===== config.mk =====
export PLATFORM = sky130hd
export DESIGN_NAME = count_event_monitor
export DESIGN_NICKNAME = d
export VERILOG_FILES = /design/src/rtl/count_event_monitor.sv
export SDC_FILE = /design/constraint.sdc
export NUM_CORES = 1
export LEC_CHECK = 0
export ABC_AREA = 1
export BUFFER_PORTS_ARGS = -buffer_cell sky130_fd_sc_hd__clkbuf_2
export CAP_MARGIN = 20
export CORE_UTILIZATION = 49
export CTS_CLUSTER_DIAMETER = 50
export DETAILED_ROUTE_END_ITERATION = 10
export PLACE_DENSITY_LB_ADDON = 0.12
export SYNTH_ARGS = -nofsm -noshare
export SYNTH_HDL_FRONTEND = slang
export SYNTH_SLANG_ARGS = --single-unit

===== constraint.sdc =====
create_clock -name clk -period 2.8 [get_ports clk]
set_input_delay 0 -clock clk [delete_from_list [all_inputs] [get_ports clk]]
set_output_delay 0 -clock clk [all_outputs]
set_load 0.03 [all_outputs]

===== src/rtl/count_event_monitor.sv =====
// Watches an upstream counter bus: flags wraps and compare matches, counts wraps
// since arming, and raises a sticky interrupt when the armed wrap/match condition occurs.
module count_event_monitor #(
   parameter int CW = 4,
   parameter int WW = 8
) (
   input  logic          clk,
   input  logic          rst,
   input  logic [CW-1:0] count,
   input  logic [CW-1:0] cmp_val,
   input  logic [WW-1:0] wrap_limit,
   input  logic          arm,
   input  logic          ack,
   output logic          wrap_pulse,
   output logic          match_pulse,
   output logic [WW-1:0] wraps,
   output logic          irq,
   output logic          busy
);

   typedef enum logic [1:0] {IDLE, ARMED, FIRED} state_t;

   state_t        state;
   logic [CW-1:0] prev;
   logic          prev_vld;
   logic [WW-1:0] limit_q;
   logic [WW-1:0] wraps_next;
   logic          wrap_det;
   logic          match_det;

   assign wrap_det  = prev_vld && (prev == {CW{1'b1}}) && (count == '0);
   // Edge-qualified so a stalled counter sitting on cmp_val fires only once.
   assign match_det = prev_vld && (count == cmp_val) && (count != prev);

   always_comb begin
      wraps_next = wraps;
      if (wrap_det && (wraps != {WW{1'b1}}))
         wraps_next = wraps + WW'(1);
   end

   always_ff @(posedge clk) begin
      if (rst) begin
         state       <= IDLE;
         prev        <= '0;
         prev_vld    <= 1'b0;
         limit_q     <= '0;
         wrap_pulse  <= 1'b0;
         match_pulse <= 1'b0;
         wraps       <= '0;
         irq         <= 1'b0;
         busy        <= 1'b0;
      end else begin
         prev        <= count;
         prev_vld    <= 1'b1;
         wrap_pulse  <= wrap_det;
         match_pulse <= match_det;
         case (state)
            IDLE: begin
               if (arm) begin
                  state   <= ARMED;
                  limit_q <= wrap_limit;
                  wraps   <= '0;
                  busy    <= 1'b1;
               end
            end
            ARMED: begin
               // A re-arm restarts the measurement and drops this cycle's events.
               if (arm) begin
                  limit_q <= wrap_limit;
                  wraps   <= '0;
               end else begin
                  wraps <= wraps_next;
                  if (match_det && (wraps_next == limit_q)) begin
                     state <= FIRED;
                     irq   <= 1'b1;
                     busy  <= 1'b0;
                  end
               end
            end
            FIRED: begin
               if (ack) begin
                  state <= IDLE;
                  irq   <= 1'b0;
               end
            end
            default: begin
               state <= IDLE;
               irq   <= 1'b0;
               busy  <= 1'b0;
            end
         endcase
      end
   end

endmodule


==> impl_metrics.csv, run 1 <==
group,metric,value,unit
status,status,"finished clean",
power,leakage,0.0009257,uW
timing,rsz0062_at_grt,"no",
setup_path,required,3060,ps
floorplan,ios,32,
run,max_cap_violations,0,
placed_design,gp_congestion,0.8707,
detailed_routing,drc_errors,0,
placed_design,io_buffers,31,
setup_path,path_cells,"ha_1 -> nand2_1 -> nor2_4 -> nand2_4 -> nand3_2 -> nand2_1 -> nand2_1 -> nand2_1 -> nand2_1 -> nor2_1 -> nand2_1 -> o21bai_4 -> nand3_1 -> o211ai_1 -> inv_1",
detailed_routing,first_pass_iters,4,
timing,fin_setup_tns,0,ps
placed_design,placedCellCount,331,
clock_network,clock_tree.root_cell,"clkbuf_4",
timing,fmax,422.3,MHz
grt,grt_overflow,0,
clock_network,cts_num_sinks,27,
power,power.total,722.0,uW
final_layout,final_common_cell,"nand2_1",
clock_network,post_cts_resized,0,
floorplan,die_area,3596,um^2
detailed_routing,drt-initial-drc-count,88,
timing,fin_crit,2368,ps
detailed_routing,drtAntennaViolNets,0,
final_layout,register_area,540.5,um^2
setup_path,endpoint_kind,"flop",
final_layout,nNetsFinal,328,
timing,setup_viol,0,
detailed_routing,viasPerCell,4.931,
final_layout,area_growth,22.34,%
timing,worst_pin_slew,627.4,ps
setup_path,worstSetupStartpoint,"wraps[0]",
logic_synthesis,synth.yosys.seq_area_share,0.3283,
logic_synthesis,synth_area_per_cell,6.333,um^2
floorplan,initial_core_util,0.5264,
worst_hold_path,min_path_cells,4,
worst_hold_path,hp-class,"in2reg",
power,p_per_area,358.4,nW/um^2
setup_path,cp_slowest_cell,"dfxtp_1",
detailed_routing,totalWireLength,3964,um
setup_path,r2r_cells,15,
setup_path,cp_max_fo,12,
grt,antenna_found_initial,0,
logic_synthesis,synth_cell_type_count,27,
placed_design,dp_hpwl,2837,um
setup_path,critPathKind,"reg2reg",
setup_path,timing.rr.start,"wraps[0]",
clock_network,cts-htree-levels,1,
setup_path,path_common_cell,"nand2_1",
timing,slew_headroom,0.5802,
timing,slew_viol_final,0,
setup_path,r2r-end,"busy",
floorplan,die_h,59.97,um
clock_network,clkLatencyLatePin,340,ps
floorplan,rows,20,
detailed_routing,vias,1726,
floorplan,core-area,3128,um^2
setup_path,critPathMaxStageDelay,400,ps
setup_path,start_kind,"flop",
detailed_routing,wl_per_cell,11.33,um
final_layout,diodes,0,
logic_synthesis,synth_area,1647,um^2
logic_synthesis,synth-seq-cells,27,
grt,grt_start_max_net_pins,19,
final_layout,fillers,314,
worst_hold_path,hold_start,"arm",
final_layout,fin_cells,350,
worst_hold_path,hold-path-endpoint,"wraps[2]",
clock_network,cts_tree,"done",
setup_path,critPathBufInv,1,
clock_network,numCtsBuffers,3,
logic_synthesis,yosysWarnings,0,
floorplan,dieWidth,59.97,um
timing,hold_viol,0,
grt,grt_pass1_vias,1554,
final_layout,multi_input_area,952.2,um^2
setup_path,critPathArrivalTime,2620,ps
timing,finClkSkew,5.440,ps
power,vdd_drop_max,0.0002734,V
grt,grt_first_pass_wirelength,6734,um
clock_network,clk_pin_slew,160,ps
grt,track_usage,0.2509,
timing,fin_crit_sh,0.8457,
final_layout,layout_common_cells,"nand2_1, inv_1, nor2_1, clkbuf_2, nand3_1",
final_layout,utilization,0.6440,
final_layout,final_layout_size_suffix_gt1_frac,0.1699,
logic_synthesis,synth_fp_nets,281,
logic_synthesis,syn_inst,260,
clock_network,clockBufferDepth,2,
setup_path,critPathTopFamily,"simple AND/OR/NAND/NOR gates",
setup_path,reg2reg_setup_slack,430,ps
==> tightest hold or removal path: cells and delay by family <==
kind	cells	cell delay [ps]
buffers and inverters	1	100
AOI/OAI and AO/OA	1	50
and+or+nand+nor	2	180
==> cell usage after synthesis (all sizes together) <==
cell type | n | area [um^2]
nor2 | 38 | 162.7
xnor2 | 1 | 8.760
clkbuf | 3 | 11.26
nor4 | 1 | 6.260
nand2 | 75 | 306.5
dfxtp | 27 | 540.5
nand3 | 32 | 180.2
nor3 | 4 | 25.02
inv | 34 | 127.6
o21ai | 10 | 50.05
nand4 | 5 | 31.28
nand3b | 2 | 15.01
ha | 1 | 12.51
buf | 1 | 11.26
o22ai | 1 | 6.260
clkinv | 1 | 3.750
a21oi | 19 | 95.09
o21bai | 1 | 18.77
o211ai | 1 | 7.510
xor2 | 3 | 26.28
==> metrics by stage <==
stage          hold WS (ps)  worst slack, ps  cell area (um^2)
6_report              8.899            432.0              2014
3_5_place_dp          233.6            462.2              1834
5_1_grt               18.17            128.7              2014
4_1_cts               2.674            440.9              2014
2_1_floorplan         125.1            600.2              1647
3_3_place_gp          226.1            498.1              1834
==> timing repair <==
action | CTS | global route
hold buffers | 15 | 0
setup endpoints to repair | 0 | 0
endpoints found under the hold margin | 15 | 0
setup buffers | 0 | 0
==> state kept, by name (all words and copies together), names as in the netlist <==
name         cells
prev_vld         1
prev             4
state            2
wrap_pulse       1
limit_q          8
match_pulse      1
busy             1
irq              1
wraps            8
==> layout make-up <==
class,count,share of cell area
Timing Repair Buffer,46,0.1516
Inverter,35,0.06522
Tap cell,44,0.02733
Sequential cell,27,0.2683
Multi-Input combinational cell,194,0.4727
Clock inverter,1,0.003727
Clock buffer,3,0.01118
==> kinds of logic (layout without fill, tap and decap cells) <==
logic type,after synthesis,after routing,share of synthesized area
buffers and inverters,39,85,0.09346
xor gates and xnor gates,4,4,0.02128
adders and majority gates,1,1,0.007598
and+or+nand+nor,157,157,0.4415
AOI/OAI and AO/OA,32,32,0.1079
DFF,27,27,0.3283
==> report_power, final <==
group	switching (uW)	total, uW	leakage (uW)	internal (uW)
combinational	72.3	125	0.000690	53.2
clock	129	184	0.0000139	54.9
sequential	10.8	413	0.000222	402
==> layer usage <==
| metal | GRT usage | share of wire |
|---|---|---|
| met1 | 0.3307 | 0.48 |
| met5 | 0 | 0 |
| met4 | 0.08638 | 0.011 |
| met3 | 0.04978 | 0.032 |
| met2 | 0.4063 | 0.48 |
==> worst max-delay path by stage <==
| stage | endpoint | slack (ps) | cells past startpoint |
|---|---|---|---|
| after detailed placement | busy | 460 | 15 |
| after CTS | busy | 440 | 15 |
| after global placement | busy | 500 | 15 |
| final | busy | 430 | 15 |
| after floorplan | busy | 600 | 15 |
| after global routing | irq | 130 | 15 |
No activity file was read; power rests on OpenSTA's default activity.
==> inputs of run 2 (changes only) <==
==> constraint.sdc (replaced) <==
create_clock -name clk -period 2.5 [get_ports clk]
set_input_delay 0 -clock clk [delete_from_list [all_inputs] [get_ports clk]]
set_output_delay 0 -clock clk [all_outputs]
set_load 0.03 [all_outputs]
==> run 2 against run 1 <==
Net effect: fmax is 5.9% higher; combinational power is 12% higher; count of clock-buffer cells in the layout is 1 higher; setup slack worse by 170 ps; total power is 10% higher.
==> impl_metrics.csv, run 2 (same netlist as run 1, synthesis figures left out) <==
group,metric,value,unit
timing,slew_viol_final,0,
power,seq_power_share,0.580,
clock_network,numCtsBuffers,3,
worst_hold_path,hp-class,"in2reg",
placed_design,io_buffers,31,
clock_network,cts-htree-levels,1,
detailed_routing,totalWireLength,4017,um
detailed_routing,drtAntennaViolNets,0,
detailed_routing,wl_per_cell,11.41,um
final_layout,nNetsFinal,330,
setup_path,cp_max_fo,12,
final_layout,area_growth,23.33,%
final_layout,diodes,0,
timing,finClkSkew,1.925,ps
final_layout,final_common_cell,"nand2_1",
clock_network,cts_num_sinks,27,
floorplan,initial_core_util,0.5264,
timing,slew_headroom,0.5689,
grt,track_usage,0.2572,
floorplan,die_h,59.97,um
final_layout,top_regs,"limit_q: 8 flops, wraps: 8 flops, prev: 4 flops",
timing,fin_crit,2236,ps
final_layout,layout_common_cells,"nand2_1, inv_1, nor2_1, clkbuf_2, nand3_1",
detailed_routing,vias,1743,
timing,fin_crit_sh,0.8943,
setup_path,required,2750,ps
grt,grt_first_pass_wirelength,6920,um
detailed_routing,viasPerCell,4.952,
setup_path,critPathArrivalTime,2480,ps
timing,hold_viol,0,
power,vdd_drop_max,0.0003634,V
floorplan,ios,32,
final_layout,final_layout_size_suffix_gt1_frac,0.1753,
clock_network,clockBufferDepth,2,
grt,grt_overflow,0,
detailed_routing,drt-initial-drc-count,71,
floorplan,rows,20,
timing,rsz0062_at_grt,"no",
power,power.total,794.9,uW
floorplan,dieWidth,59.97,um
clock_network,post_cts_buffers,0,
clock_network,cts_tree,"done",
power,clkPwrFrac,0.243,
placed_design,dp_hpwl,2914,um
detailed_routing,drc_errors,0,
setup_path,endpoint_kind,"flop",
timing,fin_setup_tns,0,ps
detailed_routing,first_pass_iters,4,
timing,fmax,447.3,MHz
grt,grt_pass1_vias,1615,
floorplan,die_area,3596,um^2
grt,antenna_found_initial,0,
power,power_switching,223.9,uW
grt,grt_start_max_net_pins,19,
timing,setup_viol,0,
setup_path,critPathKind,"reg2reg",
power,leakage,0.0009391,uW
power,intPower,571.1,uW
clock_network,clock_tree.root_cell,"clkbuf_4",
clock_network,clkLatencyLatePin,330,ps
clock_network,clk_pin_slew,140,ps
power,p_per_area,391.5,nW/um^2
floorplan,core-area,3128,um^2
run,max_cap_violations,0,
power,comb_power_share,0.176,
power,sw_frac_of_total,0.2816,
timing,worst_pin_slew,644.2,ps
status,status,"finished clean",
placed_design,gp_congestion,0.8745,
setup_path,start_kind,"flop",
[run 2: changes by cell type in the layout (fill, tap and decap cells not counted), sizes merged]
cell         before  now
buf               0    3
clkbuf           34   35
clkinvlp          1    0
dlygate4sd3      15   14
[run 2: area by class of cell]
type,count,area (um^2)
Tap cell,44,55.05
Sequential cell,27,540.5
Fill cell,297,1097
Inverter,35,131.4
Timing Repair Buffer,48,317.8
Clock buffer,4,26.28
Multi-Input combinational cell,194,959.7
[run 2: power groups by stage]
stage	Sequential [uW]	Clock [uW]	Combinational, uW
floorplan	474	0	78.9
global placement	471	0	121
detailed placement	471	0	123
CTS	461	202	140
global route	465	221	159
finish	461	193	140
[run 2: per-layer routing]
| layer | up-vias | wire [um] | track usage |
|---|---|---|---|
| li1 | 924 | - | - |
| met1 | 772 | 1869 | 0.3289 |
| met3 | 7 | 165 | 0.03680 |
| met5 | - | 0 | 0 |
| met2 | 40 | 1910 | 0.4302 |
| met4 | 0 | 71 | 0.1063 |
[run 2: critical path, cell delays in order (launching register included)]
cell and delay, ps:
dfxtp_1 390, ha_1 230, nand2_1 140, nor2_4 50
nand2_4 130, nand3_4 200, nand2_1 140, nand2_1 70
nand2_1 60, nand2_1 40, nor2_1 130, nand2_1 110
o21bai_4 190, nand3_1 90, o211ai_1 100, inv_1 60
[run 2: metrics by stage]
| stage | setup slack, ps | utilization | hold slack, ps | cell area (um^2) | std cells |
|---|---|---|---|---|---|
| CTS | 121.9 | 0.6468 | 2.000 | 2023 | 352 |
| finish | 264.3 | 0.6492 | 13.09 | 2031 | 352 |
| detailed placement | 135.2 | 0.5936 | 234.3 | 1857 | 334 |
| global route | 66.49 | 0.6492 | 29.66 | 2031 | 352 |
| global placement | 199.9 | 0.5936 | 228.7 | 1857 | 334 |
| floorplan | 300.2 | - | 125.1 | 1647 | 260 |
[run 2: path summary, 6_finish.rpt]
path,start,depth (start not counted),slack [ps],endpoint
max,wraps[0],15,260,busy
min,count[3],3,10,prev[3]
max reg2reg,wraps[0],15,260,busy
min reg2reg,irq,2,470,irq
[run 2: timing repair]
action,in CTS,in global routing
gates resized for setup,0,1
endpoints found under the setup margin,0,2
endpoints found under the hold margin,13,0
hold buffers,14,0
